$ cat config.mk
export PLATFORM = sky130hd
export DESIGN_NAME = mem_ctrl_flat
export DESIGN_NICKNAME = d
export VERILOG_FILES = /design/src/rtl/mem_ctrl_pkg.sv /design/src/rtl/mem_ctrl_if.sv /design/src/rtl/mem_ctrl.sv /design/src/flat_wrapper.sv
export SDC_FILE = /design/constraint.sdc
export NUM_CORES = 1
export LEC_CHECK = 0
export BUFFER_PORTS_ARGS = -buffer_cell sky130_fd_sc_hd__buf_2
export CAP_MARGIN = 20
export CORE_MARGIN = 2
export CORE_UTILIZATION = 48
export CTS_BUF_LIST = sky130_fd_sc_hd__clkbuf_2 sky130_fd_sc_hd__clkbuf_4 sky130_fd_sc_hd__clkbuf_8
export DETAILED_ROUTE_END_ITERATION = 10
export PLACE_DENSITY_LB_ADDON = 0.25
export SLEW_MARGIN = 20
export SYNTH_ARGS = -nofsm -noshare
export SYNTH_HDL_FRONTEND = slang
export SYNTH_SLANG_ARGS = --single-unit
$ cat constraint.sdc
create_clock -name clk_in -period 7.4 [get_ports clk_in]
set_input_delay 2.22 -clock clk_in [delete_from_list [all_inputs] [get_ports clk_in]]
set_output_delay 2.22 -clock clk_in [all_outputs]
set_load 0.02 [all_outputs]
$ cat src/rtl/mem_ctrl_pkg.sv
// Shared definitions for the byte-serial memory controller.
// Contents:
//   MC_ADDR_W / MC_DATA_W  default address and data widths
//   SIZE_BYTE/HALF/WORD    encodings of the MEM-stage access size
//   state_t                controller states (IDLE, RD, WR)
//   owner_t                which requester owns the transaction in flight
//   byte_count()           access size -> number of bus bytes (1, 2 or 4)
package mem_ctrl_pkg;

  localparam int MC_ADDR_W = 32;
  localparam int MC_DATA_W = 32;

  localparam logic [1:0] SIZE_BYTE = 2'b00;
  localparam logic [1:0] SIZE_HALF = 2'b01;
  localparam logic [1:0] SIZE_WORD = 2'b10;

  typedef enum logic [1:0] {
    IDLE,
    RD,
    WR
  } state_t;

  typedef enum logic {
    OWN_IF,
    OWN_MEM
  } owner_t;

  // The reserved encoding 11 is served as a full word.
  function automatic logic [2:0] byte_count(input logic [1:0] size);
    case (size)
      SIZE_BYTE: return 3'd1;
      SIZE_HALF: return 3'd2;
      default:   return 3'd4;
    endcase
  endfunction

endpackage

$ cat src/rtl/mem_ctrl_if.sv
// Bundle of the request/response and RAM bus signals of the memory controller.
// Signals:
//   if_req/if_addr/if_flush        fetch request in; if_done/if_inst fetch response out
//   mr_req/mr_we/mr_size/mr_addr/mr_wdata  MEM-stage request in
//   mr_done/mr_rdata               MEM-stage response out
//   mem_din                        RAM read byte in
//   mem_dout/mem_a/mem_wr          RAM write byte, address, write strobe out
// Modports:
//   slave   the controller side
//   master  the pipeline + RAM side
interface mem_ctrl_if #(
  parameter int ADDR_W = 32,
  parameter int DATA_W = 32
);

  logic              if_req;
  logic [ADDR_W-1:0] if_addr;
  logic              if_flush;
  logic              if_done;
  logic [DATA_W-1:0] if_inst;

  logic              mr_req;
  logic              mr_we;
  logic [1:0]        mr_size;
  logic [ADDR_W-1:0] mr_addr;
  logic [DATA_W-1:0] mr_wdata;
  logic              mr_done;
  logic [DATA_W-1:0] mr_rdata;

  logic [7:0]        mem_din;
  logic [7:0]        mem_dout;
  logic [ADDR_W-1:0] mem_a;
  logic              mem_wr;

  modport slave (
    input  if_req, if_addr, if_flush,
    input  mr_req, mr_we, mr_size, mr_addr, mr_wdata,
    input  mem_din,
    output if_done, if_inst, mr_done, mr_rdata,
    output mem_dout, mem_a, mem_wr
  );

  modport master (
    output if_req, if_addr, if_flush,
    output mr_req, mr_we, mr_size, mr_addr, mr_wdata,
    output mem_din,
    input  if_done, if_inst, mr_done, mr_rdata,
    input  mem_dout, mem_a, mem_wr
  );

endinterface

$ cat src/rtl/mem_ctrl.sv
// Byte-serial memory controller between the pipeline and an 8-bit RAM/IO bus.
// Assembles 32-bit little-endian fetch words and serves 1/2/4-byte MEM-stage
// loads and stores, one transaction at a time, MEM winning over fetch.
// Ports:
//   clk_in  single clock
//   rst_in  asynchronous active-high reset
//   rdy_in  global ready; while low every register holds its value
//   bus     mem_ctrl_if.slave: fetch port, MEM port and RAM bus
module mem_ctrl
  import mem_ctrl_pkg::*;
#(
  parameter int ADDR_W = MC_ADDR_W,
  parameter int DATA_W = MC_DATA_W
) (
  input  logic      clk_in,
  input  logic      rst_in,
  input  logic      rdy_in,
  mem_ctrl_if.slave bus
);

  state_t            state;
  owner_t            owner;
  logic [2:0]        cnt;
  logic [2:0]        nbytes;
  logic [ADDR_W-1:0] addr_q;
  logic [DATA_W-1:0] data_sr;
  logic [DATA_W-1:0] if_inst_q;
  logic [DATA_W-1:0] mr_rdata_q;
  logic              if_done_q;
  logic              mr_done_q;
  logic              mem_wr_q;
  logic [7:0]        mem_dout_q;

  logic              flush_hit;
  logic [DATA_W-1:0] next_rd;
  logic [5:0]        align_shift;
  logic [DATA_W-1:0] aligned;

  // A flush only aborts a fetch that is actually on the bus.
  assign flush_hit = bus.if_flush && (state != IDLE) && (owner == OWN_IF);

  // Read bytes enter at the top of the shift register; once the last byte
  // is in, short accesses are shifted down so the result is zero-extended.
  assign next_rd     = {bus.mem_din, data_sr[DATA_W-1:8]};
  assign align_shift = {3'(3'd4 - nbytes), 3'b000};
  assign aligned     = next_rd >> align_shift;

  // Read: cnt counts bytes captured; the RAM returns a byte one cycle after
  // its address, so capture starts with cnt=1 and ends with cnt=nbytes.
  // Write: cnt counts bytes already placed on the bus.
  always_ff @(posedge clk_in or posedge rst_in) begin
    if (rst_in) begin
      state      <= IDLE;
      owner      <= OWN_IF;
      cnt        <= 3'd0;
      nbytes     <= 3'd0;
      addr_q     <= '0;
      data_sr    <= '0;
      if_inst_q  <= '0;
      mr_rdata_q <= '0;
      if_done_q  <= 1'b0;
      mr_done_q  <= 1'b0;
      mem_wr_q   <= 1'b0;
      mem_dout_q <= 8'd0;
    end else if (rdy_in) begin
      if_done_q <= 1'b0;
      mr_done_q <= 1'b0;
      if (flush_hit) begin
        state  <= IDLE;
        cnt    <= 3'd0;
        addr_q <= '0;
      end else begin
        case (state)
          IDLE: begin
            if (bus.mr_req) begin
              owner  <= OWN_MEM;
              nbytes <= byte_count(bus.mr_size);
              addr_q <= bus.mr_addr;
              if (bus.mr_we) begin
                state      <= WR;
                cnt        <= 3'd1;
                mem_wr_q   <= 1'b1;
                mem_dout_q <= bus.mr_wdata[7:0];
                data_sr    <= bus.mr_wdata >> 8;
              end else begin
                state   <= RD;
                cnt     <= 3'd0;
                data_sr <= '0;
              end
            end else if (bus.if_req) begin
              owner   <= OWN_IF;
              nbytes  <= 3'd4;
              addr_q  <= bus.if_addr;
              state   <= RD;
              cnt     <= 3'd0;
              data_sr <= '0;
            end
          end
          RD: begin
            if (cnt != 3'd0) data_sr <= next_rd;
            if (cnt == nbytes) begin
              state <= IDLE;
              cnt   <= 3'd0;
              if (owner == OWN_IF) begin
                if_done_q <= 1'b1;
                if_inst_q <= aligned;
              end else begin
                mr_done_q  <= 1'b1;
                mr_rdata_q <= aligned;
              end
            end else begin
              cnt <= cnt + 3'd1;
              if ((cnt + 3'd1) < nbytes) addr_q <= addr_q + ADDR_W'(1);
            end
          end
          WR: begin
            if (cnt == nbytes) begin
              state     <= IDLE;
              cnt       <= 3'd0;
              mem_wr_q  <= 1'b0;
              mr_done_q <= 1'b1;
            end else begin
              cnt        <= cnt + 3'd1;
              addr_q     <= addr_q + ADDR_W'(1);
              mem_dout_q <= data_sr[7:0];
              data_sr    <= data_sr >> 8;
            end
          end
          default: begin
            state    <= IDLE;
            mem_wr_q <= 1'b0;
          end
        endcase
      end
    end
  end

  assign bus.if_done  = if_done_q;
  assign bus.if_inst  = if_inst_q;
  assign bus.mr_done  = mr_done_q;
  assign bus.mr_rdata = mr_rdata_q;
  assign bus.mem_a    = addr_q;
  assign bus.mem_dout = mem_dout_q;
  assign bus.mem_wr   = mem_wr_q;

endmodule
$ cat src/flat_wrapper.sv
// flat-port wrapper written by rule: the top's interface ports become plain ports
module mem_ctrl_flat import mem_ctrl_pkg::*;
#(
  parameter int ADDR_W = MC_ADDR_W,
  parameter int DATA_W = MC_DATA_W
)
  (clk_in, rst_in, rdy_in, bus_if_req, bus_if_addr, bus_if_flush, bus_mr_req, bus_mr_we, bus_mr_size, bus_mr_addr, bus_mr_wdata, bus_mem_din, bus_if_done, bus_if_inst, bus_mr_done, bus_mr_rdata, bus_mem_dout, bus_mem_a, bus_mem_wr);
  mem_ctrl_if #(.ADDR_W(ADDR_W), .DATA_W(DATA_W)) bus_i ();
  input  logic clk_in;
  input  logic rst_in;
  input  logic rdy_in;
  input wire logic [$bits(bus_i.if_req)-1:0] bus_if_req;
  input wire logic [$bits(bus_i.if_addr)-1:0] bus_if_addr;
  input wire logic [$bits(bus_i.if_flush)-1:0] bus_if_flush;
  input wire logic [$bits(bus_i.mr_req)-1:0] bus_mr_req;
  input wire logic [$bits(bus_i.mr_we)-1:0] bus_mr_we;
  input wire logic [$bits(bus_i.mr_size)-1:0] bus_mr_size;
  input wire logic [$bits(bus_i.mr_addr)-1:0] bus_mr_addr;
  input wire logic [$bits(bus_i.mr_wdata)-1:0] bus_mr_wdata;
  input wire logic [$bits(bus_i.mem_din)-1:0] bus_mem_din;
  output wire logic [$bits(bus_i.if_done)-1:0] bus_if_done;
  output wire logic [$bits(bus_i.if_inst)-1:0] bus_if_inst;
  output wire logic [$bits(bus_i.mr_done)-1:0] bus_mr_done;
  output wire logic [$bits(bus_i.mr_rdata)-1:0] bus_mr_rdata;
  output wire logic [$bits(bus_i.mem_dout)-1:0] bus_mem_dout;
  output wire logic [$bits(bus_i.mem_a)-1:0] bus_mem_a;
  output wire logic [$bits(bus_i.mem_wr)-1:0] bus_mem_wr;
  assign bus_i.if_req = bus_if_req;
  assign bus_i.if_addr = bus_if_addr;
  assign bus_i.if_flush = bus_if_flush;
  assign bus_i.mr_req = bus_mr_req;
  assign bus_i.mr_we = bus_mr_we;
  assign bus_i.mr_size = bus_mr_size;
  assign bus_i.mr_addr = bus_mr_addr;
  assign bus_i.mr_wdata = bus_mr_wdata;
  assign bus_i.mem_din = bus_mem_din;
  assign bus_if_done = bus_i.if_done;
  assign bus_if_inst = bus_i.if_inst;
  assign bus_mr_done = bus_i.mr_done;
  assign bus_mr_rdata = bus_i.mr_rdata;
  assign bus_mem_dout = bus_i.mem_dout;
  assign bus_mem_a = bus_i.mem_a;
  assign bus_mem_wr = bus_i.mem_wr;
  mem_ctrl #(.ADDR_W(ADDR_W), .DATA_W(DATA_W)) u_core (.clk_in(clk_in), .rst_in(rst_in), .rdy_in(rdy_in), .bus(bus_i));
endmodule
* Word-level counts from Yosys, hierarchy flattened
Index checks and enable logic that the tools add are counted.
W data, S select, Z words.
** Cells by class
- Add/sub/neg operators :: 3
- Magnitude comparators :: 1
- Equal/unequal tests :: 15
- Shifts and indexed selects :: 1
- Muxes and demuxes :: 47
- Bitwise operators :: 3
- Reductions and logical operators :: 21
** Operators by type and width (number)
- $mux W32 :: 10
- $pmux W32 S3 :: 2
- $add A32 B1 Y32 const B :: 1
- $shr A32 B6 Y32 :: 1
- $mux W24 :: 1
- $mux W8 :: 3
- $reduce_and A6 Y1 :: 4
- $mux W3 :: 6
- $pmux W8 S2 :: 1
- $mux W1 :: 14
- $pmux W3 S2 :: 2
- $mux W2 :: 5
- $reduce_and A5 Y1 :: 2
- $reduce_bool A3 Y1 :: 3
- $ne A2 B2 Y1 const B :: 3
- $ne A3 B1 Y1 const B :: 2
- $ne A3 B2 Y1 const B :: 2
- $reduce_and A3 Y1 :: 2
- $reduce_bool A2 Y1 :: 3
- $eq A2 B1 Y1 const B :: 2
- $logic_not A2 Y1 :: 2
- $ne A2 B1 Y1 const B :: 2
- $ne A4 B3 Y1 const B :: 1
- $pmux W2 S2 :: 1
- other kinds (13) :: 16
** Storage, ports and cells
- Register bits :: 148
- Input port bits :: 113
- Output and inout port bits :: 107
- Logic and storage cells :: 103

* Logic depth before layout (Yosys ltp)
- Word-level depth :: 6
- Mapped depth :: 10
- Depth with buffers taken out :: 8

* Worst setup path after synthesis
Ideal clock, no wire load.
- Path type :: input port to flip-flop
- Start :: in bus_mr_req
- End :: reg u_core.addr_q[10], in the netlist u_core.bus.mem_a[10]
- Setup time :: 0.134 ns
- Data arrival time :: 3.616 ns
- Required time :: 7.266 ns
- Path slack :: 3.650 ns
- Stages :: 7
- Buffers on the path :: 3
- Cell sequence :: clkbuf_1 > or3b_2 > and2_0 > nand3_1 > buf_2 > buf_2 > o22ai_1
** On the way
- Cells in the longest elaborated chain, start to end :: 3
- Elaborated cells between the ends (all ways) :: 5
- Those cells by class :: 1 x eq/ne; 3 x mux; 1 x reduce/logical
** RTL lines
- start, declared :: line flat_wrapper.sv:15 : input wire logic [$bits(bus_i.mr_req)-1:0] bus_mr_req;
- $mux W32 :: line mem_ctrl.sv:75 : if (bus.mr_req) begin
- $pmux W32 S3 :: line mem_ctrl.sv:73 : case (state)
- $mux W32 :: line mem_ctrl.sv:68 : if (flush_hit) begin
- end signal, assigned :: line mem_ctrl.sv:78 : addr_q <= bus.mr_addr;
- end signal, assigned :: line mem_ctrl.sv:93 : addr_q <= bus.if_addr;
- end signal, assigned :: line mem_ctrl.sv:113 : if ((cnt + 3'd1) < nbytes) addr_q <= addr_q + ADDR_W'(1);
- end, declared :: line mem_ctrl.sv:25 : logic [ADDR_W-1:0] addr_q;
Several ways; a longest one is shown, not always the timed one.
A chain may end at the register's enable or synchronous reset.

* Final worst setup path
- Start :: in bus_mr_req
- End :: reg u_core.addr_q[0], in the netlist u_core.bus.mem_a[0]
Same word-level chain as after synthesis.

==> results.cfg <==
[synth]
syn_inst = 865
synthFlopType = dfrtp_1
async_flop_share = 1.00
ys_warn_count = 0
yosysSeqAreaShare = 0.458
syn-num-nets = 990
ys_ff_latch = 148
syn_area_um2 = 8080
synth_edf_count = 0
yosysUniqueCellTypes = 54
synth.avg_cell_area_um2 = 9.34

[floorplanning]
io_pins = 220
dieArea_um2 = 17900
die_h_um = 134
rows = 47
core_um2 = 16500
initial_core_util = 0.489
die_w_um = 134

[final_layout]
multi_input_area_um2 = 3990
nFillCells = 1476
syn_to_final_growth_pct = 20.8
final_cells = 1287
final_common_cell = buf_2
layout_common_cells = buf_2, dfrtp_1, nand2_1
ff_latch_area_um2 = 3700
fin_util = 0.590
final_nets = 1178
drive_gt1_frac = 0.301

[timing]
max_slew_margin = 0.261
rsz0062_at_grt = false
hold_viol_final = 0
period_needed_ns = 4.21
finalCritPeriodShare = 0.568
skew_ns = 0.0180
tns_ns = 0
setup_viol = 0
worst_slew_pin_slew_ns = 1.11
hold_slack_ns = 0.479
drv_slew = 0
max_freq_mhz = 238

[global_routing]
grt_pass1_vias = 6855
grt_remaining_overflow = 0
antenna_found_initial = 1
grt_pass1_wl_um = 36400
grt_usage = 0.258
grt_max_degree = 101

[clock_network]
cts-resized-gates = 0
clkSinkCount = 148
clock_latency_ns = 0.47
hold_buffers = 0
cts-root-buf = clkbuf_8
clk_pin_slew_ns = 0.08
cts_made_buffers = 17
ctsLongestPathBuffers = 2
postCtsSetupBuffers = 0
h-tree-depth = 4
tritoncts = built

[worst_setup_path]
critPathMaxStageDelay_ns = 0.76
crit_chain = buf_2 -> buf_4 -> or3b_2 -> nand2_1 -> nor2_1 -> mux2_2
end_kind = flop
arrival_ns = 4.55
cp-start-kind = input port
crit_slowest_cell = nand2_1
criticalPathCategory = in2reg
required_ns = 7.74
crit_fanout = 44

[job]
cap_violations = 0

[power_and_ir_drop]
power_uw = 4130
internal-power_uw = 2190
total_leakage_power_uw = 0.00462
seq_power_share = 0.333
pwr-share-comb = 0.498
ir_worst_vdd_mv = 0.246
switchingPower_uw = 1940
p_clk_frac = 0.169
p_sw_frac = 0.470
cellPowerDensity_nw_per_um2 = 423

[placement]
dpl.hpwl_um = 16000
dpl.cell_count = 1254
gp_congestion = 0.893
portBuffers = 219

[routing]
drt_iter0_drc = 587
post_drt_via_cell_ratio = 5.72
wl_per_cell_um = 17.7
ant_nets = 0
routed_wl_um = 22800
via_count = 7366
dr.pass1.iters = 5
drc = 0

[min_path]
min_path_type = reg2reg

[outcome]
outcome = complete, no violations
## cell usage after synthesis, drive strengths merged (3+ instances only)
library cell	n	area [um2]
o2111ai	3	26.3
nand2b	5	31.3
nand2	131	492
a41oi	6	52.6
dfrtp	148	3700
o21ai	79	395
and4	4	35.0
a211oi	22	165
nor2b	16	100
xor2	4	35.0
a22oi	24	180
ha	12	150
and3	3	18.8
nor2	50	188
a21oi	21	105
buf	17	77.6
nor3	12	75.1
o31ai	5	37.5
clkbuf	45	169
o2bb2ai	3	26.3
mux2	40	450
nor4	6	50.0
a311oi	21	184
a31oi	7	43.8
nand4	16	115
inv	41	154
mux2i	47	470
nand3	11	55.1
o32ai	4	35.0
o22ai	29	181
o31a	6	52.6
## worst max-delay path: cells and delay by family
| family | cells | cell delay (ns) |
|---|---|---|
| and+or+nand+nor | 3 | 1.58 |
| muxes | 1 | 0.34 |
| buffers and inverters | 2 | 0.37 |
## logic make-up after synthesis
| kind of cell | share of synthesized area |
|---|---|
| buffers and inverters | 0.0496 |
| AO/OA/AOI/OAI | 0.197 |
| adder cells (fa/ha/maj) | 0.0186 |
| AND/OR/NAND/NOR | 0.157 |
| XOR/XNOR | 0.00542 |
| multiplexers | 0.114 |
| flip-flops | 0.458 |
## flip-flops by register name (all words and copies together) (netlist names)
signal / cells
u_core.bus.mem_dout: 8
u_core.bus.if_inst: 32
u_core.bus.if_done: 1
u_core.bus.mr_done: 1
u_core.data_sr: 32
u_core.nbytes: 3
u_core.state: 2
u_core.owner: 1
u_core.bus.mem_wr: 1
u_core.bus.mr_rdata: 32
u_core.bus.mem_a: 32
u_core.cnt: 3
## worst paths after layout
| check | to | cells after the start | start | slack, ns |
|---|---|---|---|---|
| setup / recovery | u_core.bus.mem_a[0] | 6 | bus_mr_req | 3.19 |
| hold / removal | u_core.bus.if_inst[24] | 2 | u_core.bus.if_inst[24] | 0.48 |
| setup reg to reg | u_core.bus.mem_a[0] | 7 | u_core.state[0] | 3.93 |
| hold reg to reg | u_core.bus.if_inst[24] | 2 | u_core.bus.if_inst[24] | 0.48 |
| max in group asynchronous | u_core.bus.if_inst[11] | 3 | rst_in | 4.31 |
| min in group asynchronous | u_core.bus.mem_dout[3] | 2 | rst_in | 1.90 |
## cell type report
cell class              instances  area share
diodes                          1    0.000256
clock buffers                  25      0.0333
clock inverters                 7      0.0122
inverters                      41      0.0163
multi-input cells             614       0.409
flip-flops and latches        148       0.380
well taps                     220      0.0282
repair buffers                231       0.122
## power groups by stage
stage | logic (uW) | clock network (uW) | registers (uW)
2_1_floorplan | 1210 | 0 | 1580
3_3_place_gp | 2010 | 0 | 1380
3_5_place_dp | 2040 | 0 | 1380
4_1_cts | 2050 | 704 | 1370
5_1_grt | 2260 | 741 | 1420
6_report | 2060 | 696 | 1380
## stage by stage
stage	cell area, um2	setup slack [ns]
floorplan	8080	1.20
global placement	9300	2.59
detailed placement	9300	2.76
CTS	9750	3.25
global route	9750	3.12
finish	9760	3.19
## layer usage
metal	global-route usage	up-vias	routed length [um]
li1	-	3533	-
met1	0.354	3479	9950
met2	0.398	306	10600
met3	0.0647	48	1660
met4	0.0898	0	544
met5	0	-	0
(Power assumes the default switching activity.)
